## src/rtl/fetch_bus_alu_unit_pkg.sv

```systemverilog
// Shared types and helpers for fetch_bus_alu_unit: bus cycle widths, ALU
// operations, cycle state, opcode constants and flag/alignment helpers.
package fetch_bus_alu_unit_pkg;

    // Bus cycle width as presented on mem_width
    typedef enum logic [1:0] {
        WIDTH_BYTE = 2'd0,
        WIDTH_WORD = 2'd1,
        WIDTH_LONG = 2'd2
    } width_e;

    // ALU operation codes; 13..15 produce a zero result
    typedef enum logic [3:0] {
        ALU_ADD  = 4'd0,
        ALU_ADDC = 4'd1,
        ALU_SUB  = 4'd2,
        ALU_SUBC = 4'd3,
        ALU_AND  = 4'd4,
        ALU_OR   = 4'd5,
        ALU_XOR  = 4'd6,
        ALU_NOT  = 4'd7,
        ALU_LSL1 = 4'd8,
        ALU_LSR1 = 4'd9,
        ALU_ASR1 = 4'd10,
        ALU_COPY = 4'd11,
        ALU_NEG  = 4'd12
    } alu_op_e;

    // Bus cycle currently in progress
    typedef enum logic {
        CYC_FETCH = 1'b0,
        CYC_MEM   = 1'b1
    } cycle_e;

    localparam logic [5:0] OPC_HALT   = 6'h01;
    localparam logic [5:0] OPC_MEM_LO = 6'h10;
    localparam logic [5:0] OPC_MEM_HI = 6'h1F;

    // True when the opcode requests a following memory-stage cycle
    function automatic logic is_mem_opcode(input logic [5:0] opcode);
        return (opcode >= OPC_MEM_LO) && (opcode <= OPC_MEM_HI);
    endfunction

    // True when the access does not sit on its natural boundary
    function automatic logic is_misaligned(input logic [1:0] width, input logic [1:0] offset);
        logic mis;
        case (width)
            WIDTH_BYTE: mis = 1'b0;
            WIDTH_WORD: mis = offset[0];
            WIDTH_LONG: mis = (offset != 2'd0);
            default:    mis = 1'b0;
        endcase
        return mis;
    endfunction

    // Signed overflow of a + b (+ carry): same-sign operands, result sign flips
    function automatic logic add_overflow(input logic [31:0] a, input logic [31:0] b,
                                          input logic [31:0] r);
        return (a[31] == b[31]) && (r[31] != a[31]);
    endfunction

    // Signed overflow of a - b (- borrow): opposite-sign operands, result sign differs from a
    function automatic logic sub_overflow(input logic [31:0] a, input logic [31:0] b,
                                          input logic [31:0] r);
        return (a[31] != b[31]) && (r[31] != a[31]);
    endfunction

endpackage

```

## src/rtl/fetch_bus_alu_unit_alu.sv

```systemverilog
// Combinational ALU for fetch_bus_alu_unit: result plus carry/zero/negative/
// overflow flags. Subtract carry is a borrow.
module fetch_bus_alu_unit_alu
    import fetch_bus_alu_unit_pkg::*;
(
    input  logic [3:0]  alu_op,
    input  logic [31:0] operand_a,
    input  logic [31:0] operand_b,
    input  logic        carry_in,
    output logic [31:0] result,
    output logic        carry_out,
    output logic        zero_out,
    output logic        neg_out,
    output logic        over_out
);

    logic [32:0] wide_s;
    logic [31:0] result_s;
    logic        carry_s;
    logic        over_s;

    // Evaluate the selected operation and its carry/overflow
    always_comb begin
        wide_s   = 33'h0;
        result_s = 32'h0;
        carry_s  = 1'b0;
        over_s   = 1'b0;
        case (alu_op)
            ALU_ADD: begin
                wide_s   = {1'b0, operand_a} + {1'b0, operand_b};
                result_s = wide_s[31:0];
                carry_s  = wide_s[32];
                over_s   = add_overflow(operand_a, operand_b, wide_s[31:0]);
            end
            ALU_ADDC: begin
                wide_s   = {1'b0, operand_a} + {1'b0, operand_b} + {32'h0, carry_in};
                result_s = wide_s[31:0];
                carry_s  = wide_s[32];
                over_s   = add_overflow(operand_a, operand_b, wide_s[31:0]);
            end
            ALU_SUB: begin
                wide_s   = {1'b0, operand_a} - {1'b0, operand_b};
                result_s = wide_s[31:0];
                carry_s  = wide_s[32];
                over_s   = sub_overflow(operand_a, operand_b, wide_s[31:0]);
            end
            ALU_SUBC: begin
                wide_s   = {1'b0, operand_a} - {1'b0, operand_b} - {32'h0, carry_in};
                result_s = wide_s[31:0];
                carry_s  = wide_s[32];
                over_s   = sub_overflow(operand_a, operand_b, wide_s[31:0]);
            end
            ALU_AND:  result_s = operand_a & operand_b;
            ALU_OR:   result_s = operand_a | operand_b;
            ALU_XOR:  result_s = operand_a ^ operand_b;
            ALU_NOT:  result_s = ~operand_a;
            ALU_LSL1: begin
                result_s = {operand_a[30:0], 1'b0};
                carry_s  = operand_a[31];
            end
            ALU_LSR1: begin
                result_s = {1'b0, operand_a[31:1]};
                carry_s  = operand_a[0];
            end
            ALU_ASR1: begin
                result_s = {operand_a[31], operand_a[31:1]};
                carry_s  = operand_a[0];
            end
            ALU_COPY: result_s = operand_b;
            ALU_NEG: begin
                result_s = 32'h0 - operand_a;
                over_s   = sub_overflow(32'h0, operand_a, 32'h0 - operand_a);
            end
            default: result_s = 32'h0;
        endcase
    end

    assign result    = result_s;
    assign carry_out = carry_s;
    assign zero_out  = (result_s == 32'h0);
    assign neg_out   = result_s[31];
    assign over_out  = over_s;

endmodule

```

## src/rtl/fetch_bus_alu_unit.sv

```systemverilog
// fetch_bus_alu_unit: instruction fetch sequencer, big-endian bus lane
// steering and ALU. A memory-class opcode inserts one memory cycle after its
// fetch; HALT stops fetching and raises halted after a short drain.
// Optional build macro BUS_ERROR_EN enables misaligned-access detection.
module fetch_bus_alu_unit
    import fetch_bus_alu_unit_pkg::*;
(
    input  logic        clock,
    input  logic        reset,
    input  logic [31:0] pc,
    output logic        pc_inc,
    input  logic        mem_read,
    input  logic        mem_write,
    input  logic [1:0]  mem_width,
    input  logic [31:0] store_data,
    output logic [31:0] load_data,
    input  logic [3:0]  alu_op,
    input  logic [31:0] reg2,
    input  logic [31:0] reg3,
    input  logic [15:0] imm,
    input  logic        imm_cycle,
    input  logic        carry_in,
    output logic [31:0] alu_result,
    output logic        carry_out,
    output logic        zero_out,
    output logic        neg_out,
    output logic        over_out,
    output logic [29:0] address,
    input  logic [31:0] data_in,
    output logic [31:0] data_out,
    output logic [3:0]  data_strobes,
    output logic        read,
    output logic        write,
    output logic        bus_error,
    output logic [31:0] instruction,
    output logic        block_fetch,
    output logic        halting,
    output logic        halted
);

    cycle_e      state_r;
    cycle_e      state_next_s;
    logic [31:0] instruction_r;
    logic        halting_r;
    logic [1:0]  halt_count_r;
    logic        halted_r;

    logic [31:0] operand_b_s;
    logic [31:0] alu_result_s;
    logic [31:0] eff_addr_s;
    logic [1:0]  eff_width_s;
    logic        read_req_s;
    logic        write_req_s;
    logic        pc_inc_s;
    logic [1:0]  offset_s;
    logic [3:0]  lanes_s;
    logic [31:0] store_lanes_s;
    logic [4:0]  load_shift_s;
    logic [31:0] load_mask_s;
    logic        bus_error_s;

    assign operand_b_s = imm_cycle ? {{16{imm[15]}}, imm} : reg3;

    fetch_bus_alu_unit_alu alu (
        .alu_op    (alu_op),
        .operand_a (reg2),
        .operand_b (operand_b_s),
        .carry_in  (carry_in),
        .result    (alu_result_s),
        .carry_out (carry_out),
        .zero_out  (zero_out),
        .neg_out   (neg_out),
        .over_out  (over_out)
    );

    // Cycle state register; reset abandons any memory cycle
    always_ff @(posedge clock or posedge reset) begin
        if (reset) begin
            state_r <= CYC_FETCH;
        end else begin
            state_r <= state_next_s;
        end
    end

    // Next cycle: a latched memory-class opcode buys exactly one memory cycle
    always_comb begin
        state_next_s = CYC_FETCH;
        case (state_r)
            CYC_FETCH: begin
                if (!halting_r && is_mem_opcode(data_in[31:26])) begin
                    state_next_s = CYC_MEM;
                end else begin
                    state_next_s = CYC_FETCH;
                end
            end
            CYC_MEM:  state_next_s = CYC_FETCH;
            default:  state_next_s = CYC_FETCH;
        endcase
    end

    // Choose the effective access for this cycle (fetch or memory stage)
    always_comb begin
        eff_addr_s  = pc;
        eff_width_s = WIDTH_LONG;
        read_req_s  = 1'b1;
        write_req_s = 1'b0;
        pc_inc_s    = 1'b0;
        if (state_r == CYC_MEM) begin
            eff_addr_s  = alu_result_s;
            eff_width_s = mem_width;
            read_req_s  = mem_read;
            write_req_s = mem_write;
            pc_inc_s    = 1'b0;
        end else begin
            eff_addr_s  = pc;
            eff_width_s = WIDTH_LONG;
            read_req_s  = 1'b1;
            write_req_s = 1'b0;
            pc_inc_s    = ~halting_r;
        end
    end

    assign offset_s = eff_addr_s[1:0];

    // Big-endian lane steering: strobes, write replication, read extraction
    always_comb begin
        lanes_s       = 4'b0000;
        store_lanes_s = 32'h0;
        load_shift_s  = 5'd0;
        load_mask_s   = 32'h0;
        case (eff_width_s)
            WIDTH_BYTE: begin
                lanes_s       = 4'b1000 >> offset_s;
                store_lanes_s = {4{store_data[7:0]}};
                load_shift_s  = {~offset_s, 3'b000};
                load_mask_s   = 32'h0000_00FF;
            end
            WIDTH_WORD: begin
                lanes_s       = offset_s[1] ? 4'b0011 : 4'b1100;
                store_lanes_s = {2{store_data[15:0]}};
                load_shift_s  = offset_s[1] ? 5'd0 : 5'd16;
                load_mask_s   = 32'h0000_FFFF;
            end
            WIDTH_LONG: begin
                lanes_s       = 4'b1111;
                store_lanes_s = store_data;
                load_shift_s  = 5'd0;
                load_mask_s   = 32'hFFFF_FFFF;
            end
            default: begin
                lanes_s       = 4'b0000;
                store_lanes_s = 32'h0;
                load_shift_s  = 5'd0;
                load_mask_s   = 32'h0;
            end
        endcase
    end

`ifdef BUS_ERROR_EN
    assign bus_error_s = is_misaligned(eff_width_s, offset_s) & (read_req_s | write_req_s);
`else
    assign bus_error_s = 1'b0;
`endif

    // Drive bus handshake; a bus error suppresses the access entirely
    always_comb begin
        data_strobes = 4'b0000;
        read         = 1'b0;
        write        = 1'b0;
        if (bus_error_s) begin
            data_strobes = 4'b0000;
            read         = 1'b0;
            write        = 1'b0;
        end else begin
            data_strobes = lanes_s;
            read         = read_req_s;
            write        = write_req_s;
        end
    end

    // Latch fetched instruction; memory cycle retires it to a NOP
    always_ff @(posedge clock or posedge reset) begin
        if (reset) begin
            instruction_r <= 32'h0;
        end else if (state_r == CYC_MEM) begin
            instruction_r <= 32'h0;
        end else if (!halting_r) begin
            instruction_r <= data_in;
        end else begin
            instruction_r <= instruction_r;
        end
    end

    // Sticky halting flag set when a HALT opcode is latched
    always_ff @(posedge clock or posedge reset) begin
        if (reset) begin
            halting_r <= 1'b0;
        end else if ((state_r == CYC_FETCH) && (data_in[31:26] == OPC_HALT)) begin
            halting_r <= 1'b1;
        end else begin
            halting_r <= halting_r;
        end
    end

    // Drain counter while halting; halted follows the cycle after it reaches 3
    always_ff @(posedge clock or posedge reset) begin
        if (reset) begin
            halt_count_r <= 2'd0;
            halted_r     <= 1'b0;
        end else if (halting_r) begin
            halt_count_r <= halt_count_r + 2'd1;
            halted_r     <= halted_r | (halt_count_r == 2'd3);
        end else begin
            halt_count_r <= halt_count_r;
            halted_r     <= halted_r;
        end
    end

    assign alu_result  = alu_result_s;
    assign address     = eff_addr_s[31:2];
    assign data_out    = (state_r == CYC_MEM) ? store_lanes_s : 32'h0;
    assign load_data   = (data_in >> load_shift_s) & load_mask_s;
    assign bus_error   = bus_error_s;
    assign pc_inc      = pc_inc_s;
    assign instruction = instruction_r;
    assign block_fetch = (state_r == CYC_MEM);
    assign halting     = halting_r;
    assign halted      = halted_r;

endmodule

```

## config.mk

```make
export PLATFORM = sky130hd
export DESIGN_NAME = fetch_bus_alu_unit
export DESIGN_NICKNAME = d
export VERILOG_FILES = /design/src/rtl/fetch_bus_alu_unit_pkg.sv /design/src/rtl/fetch_bus_alu_unit_alu.sv /design/src/rtl/fetch_bus_alu_unit.sv
export SDC_FILE = /design/constraint.sdc
export NUM_CORES = 1
export LEC_CHECK = 0
export CELL_PAD_IN_SITES_DETAIL_PLACEMENT = 0
export CELL_PAD_IN_SITES_GLOBAL_PLACEMENT = 1
export CORE_MARGIN = 2
export CORE_UTILIZATION = 35
export CTS_BUF_LIST = sky130_fd_sc_hd__clkbuf_16
export DETAILED_ROUTE_END_ITERATION = 6
export PLACE_DENSITY = 0.94
export SYNTH_ARGS = -nofsm -noshare
export SYNTH_HDL_FRONTEND = slang
export SYNTH_SLANG_ARGS = --single-unit
```

## constraint.sdc

```tcl
create_clock -name clock -period 7.8 [get_ports clock]
set_clock_uncertainty 0.1 [all_clocks]
set_input_delay 0.78 -clock clock [delete_from_list [all_inputs] [get_ports clock]]
set_output_delay 0.78 -clock clock [all_outputs]
set_load 0.05 [all_outputs]
```

==> results_dict.tcl <==
set metrics [dict create \
    areaGrowthSynthToFinish_pct 37.4 \
    synth_seq_cells 37 \
    worstHoldPathType "flip-flop to flip-flop" \
    worstHoldEndpoint "halted" \
    p_comb_share_pct 81.5 \
    path_class "input pin to output pin" \
    hpwlAfterDp_microns 52900 \
    yosysTopAreaCell "ha_1" \
    use_met3_pct 4.02 \
    post_cts_buffers 0 \
    cts.clk_slew.worst_paths_ps 50 \
    grt_max_degree 68 \
    critPathSlowestCell "clkdlybuf4s50_1" \
    ctsHoldBuffers 0 \
    io_pins 361 \
    violations "design-rule violations" \
    p_switching_mw 1.50 \
    period_share_pct 95.9 \
    cts_buffers 5 \
    sw_frac_of_total_pct 56.5 \
    ys_top_cells_by_count "nor2_1, a21oi_1, nand2_1" \
    synth.distinct_cells 95 \
    p_seq_share_pct 11.4 \
    worstHoldStart "halted" \
    final_core_util_pct 48.9 \
    tightest_slew_ps 1100 \
    antenna_found_initial 0 \
    crit_fanout 14 \
    die_area_sq_um 37700 \
    max_stage_delay_ps 830 \
    cp-start-kind "input pin" \
    p_clk_share_pct 7.1 \
    netlist.area_leader.share_pct 10.9 \
    mappedNetlistArea_sq_um 12700 \
    synth_area_leaders "ha_1, dfrtp_1, a21oi_1, xnor2_1, nor2_1" \
    hold_viol 0 \
    syn_area_per_cell_sq_um 6.86 \
    vdd_drop_max_uv 230 \
    initial_utilization_pct 35.6 \
    diodes 0 \
    p_leak_nw 7.16 \
    power.internal_mw 1.15 \
    vias 16513 \
    num_rows 69 \
    drt-total-wl_microns 65200 \
    synth_most_common_cell "nor2_1" \
    cp_cell_sequence "clkdlybuf4s50_1 > buf_12 > mux2_2 > inv_1 > ha_1 > buf_4 > a2111o_1 > a211o_1 > a31oi_1 > o211ai_1 > nor3_4 > nand4_1 > xnor2_1 > o21ai_0 > mux2_2 > clkdlybuf4s50_1" \
    portBuffers 359 \
    status "finished with violations" \
    grt_usage_pct 32.7 \
    ant_nets 0 \
    cts.sink_count 37 \
    synth_cells 1847 \
    ys_warn_count 0 \
    dr.first_iter.drc_count 1725 \
    cts_max_level 2 \
    grt_pass1_vias 15675 \
    clk-insertion-delay-late_ps 280 \
    place_congestion 1.00 \
    grt_pass1_wl_microns 97700 \
    cp.arrival_ps 6600 \
    syn_nets 2147 \
    postLayoutSetupSlackWorst_ps 322 \
    cts_buffer_depth 2 \
    core_area_sq_um 35600 \
    viasPerCell 6.24 \
    r2r_cells 3 \
    powerDensity_nw_per_um2 152 \
    synth-async-reset-ratio_pct 100 \
    dr.pass1.iters 7 \
    grt_use_met2_pct 55.1 \
    finalCriticalPeriod_ps 7480 \
    cts_root_buf "clkbuf_16" \
    tns_ps 0 \
    crit_required_ps 6920 \
    endpoint_kind "output pin" \
    rrSetupSlack_ps 5960 \
    r2r_end "halting" \
    cts_tree "done" \
    die_y_microns 194 \
    drive_above_1_share_pct 11.9 \
    place_ws_ps 305 \
    final_nets 2486 \
    r2r-start "block_fetch" \
    overflow 0 \
    die_w_microns 194 \
    drv_slew 0 \
    maxSlewHeadroom_pct 26.4 \
    setup_viol 0 \
    wl_per_cell_microns 24.6 \
    synth-edff-count 0 \
    min_path_cells 1 \
    drc 3 \
    fmax_mhz 134 \
    yosysSeqAreaShare_pct 7.31 \
    busiest_layer "met2" \
    rsz0062_at_grt "false" \
    cap_viol_max_count 0 \
    met1_usage_pct 42.8 \
    synth_flop_cell "dfrtp_1" \
]
[registers in the layout, indices dropped and copies added (netlist names)]
| name | flops |
|---|---|
| halted | 1 |
| halting | 1 |
| halt_count_r | 2 |
| instruction | 32 |
| block_fetch | 1 |
[how the worst max path moves through the flow]
stage               startpoint          end  cells after the start
floorplan            imm_cycle     zero_out                     20
global placement     imm_cycle     zero_out                     19
detailed placement   imm_cycle  address[13]                     16
CTS                  imm_cycle  address[13]                     16
global route         imm_cycle     zero_out                     20
finish               imm_cycle  address[13]                     16
[what timing repair did]
item                                    CTS  global route
resized for setup                         0             6
endpoints found under the setup margin    0             2
endpoints found under the hold margin     0             0
[metal layers]
metal / wire length, microns / vias up / share of wire (%)
met3: 5820 / 158 / 8.9
met1: 26400 / 7835 / 40
met4: 2600 / 0 / 4.0
met2: 30400 / 1004 / 47
li1: - / 7516 / -
met5: 0 / - / 0
[through the flow]
stage	hold WS [ps]	area, sq um	power [mW]	cells
global placement	353	17200	2.41	2640
CTS	366	17400	2.62	2647
floorplan	348	12700	1.62	1847
detailed placement	354	17200	2.42	2640
finish	371	17400	2.65	2647
global route	379	17400	2.78	2647
[area by class of cell]
class	count	area, sq um
clock buffers	5	125
clock inverters	2	7.51
fillers	3595	18200
inverters	128	480
multi-input cells	1555	10800
flip-flops and latches	37	931
well taps	461	577
repair buffers	459	4470
[logic make-up (layout without fill, tap and decap cells)]
family                   count (synthesis)  in the layout  share of synthesized area (%)
flip-flops                              37             37                           7.31
other                                    1              1                         0.0296
XOR/XNOR                               116            116                           8.02
multiplexers                            78             78                           7.19
buffers and inverters                  255            594                           7.87
AND/OR/NAND/NOR                        680            680                           27.4
AO/OA/AOI/OAI                          568            568                           31.0
adder cells (fa/ha/maj)                112            112                           11.2
[critical path, delay by kind of cell]
kind | cells | cell delay [ps]
AO/OA/AOI/OAI | 5 | 2090
XOR/XNOR | 1 | 190
AND/OR/NAND/NOR | 2 | 510
multiplexers | 2 | 680
buffers and inverters | 5 | 1930
adder cells (fa/ha/maj) | 1 | 390
[cell usage in the layout, fill, tap and decap left out, types with 15 or more instances in the layout]
cell	n
xor2_1	26
nor2_1	181
ha_1	109
o221ai_1	21
and2_1	28
clkdlybuf4s50_1	290
a221oi_1	30
nand3_1	60
nand2_1	139
buf_4	145
o22ai_1	18
mux2i_1	46
nand4_1	27
o31ai_1	19
nor2b_1	29
inv_1	120
xnor2_1	90
buf_12	24
mux2_2	23
a31oi_1	20
a21oi_1	164
or3_1	19
a22oi_1	20
dfrtp_1	35
nand2b_1	24
nor3_1	59
a222oi_1	15
a21o_1	23
o211ai_1	34
o21ai_0	57
nor4_1	25
[power by group through the flow]
stage / Sequential [mW] / Clock (mW) / Combinational [mW]
detailed placement: 0.305 / 0 / 2.12
finish: 0.301 / 0.189 / 2.16
floorplan: 0.451 / 0 / 1.17
CTS: 0.302 / 0.190 / 2.13
global placement: 0.302 / 0 / 2.11
global route: 0.310 / 0.198 / 2.28
Note: power is estimated with default switching activity, not from simulation.
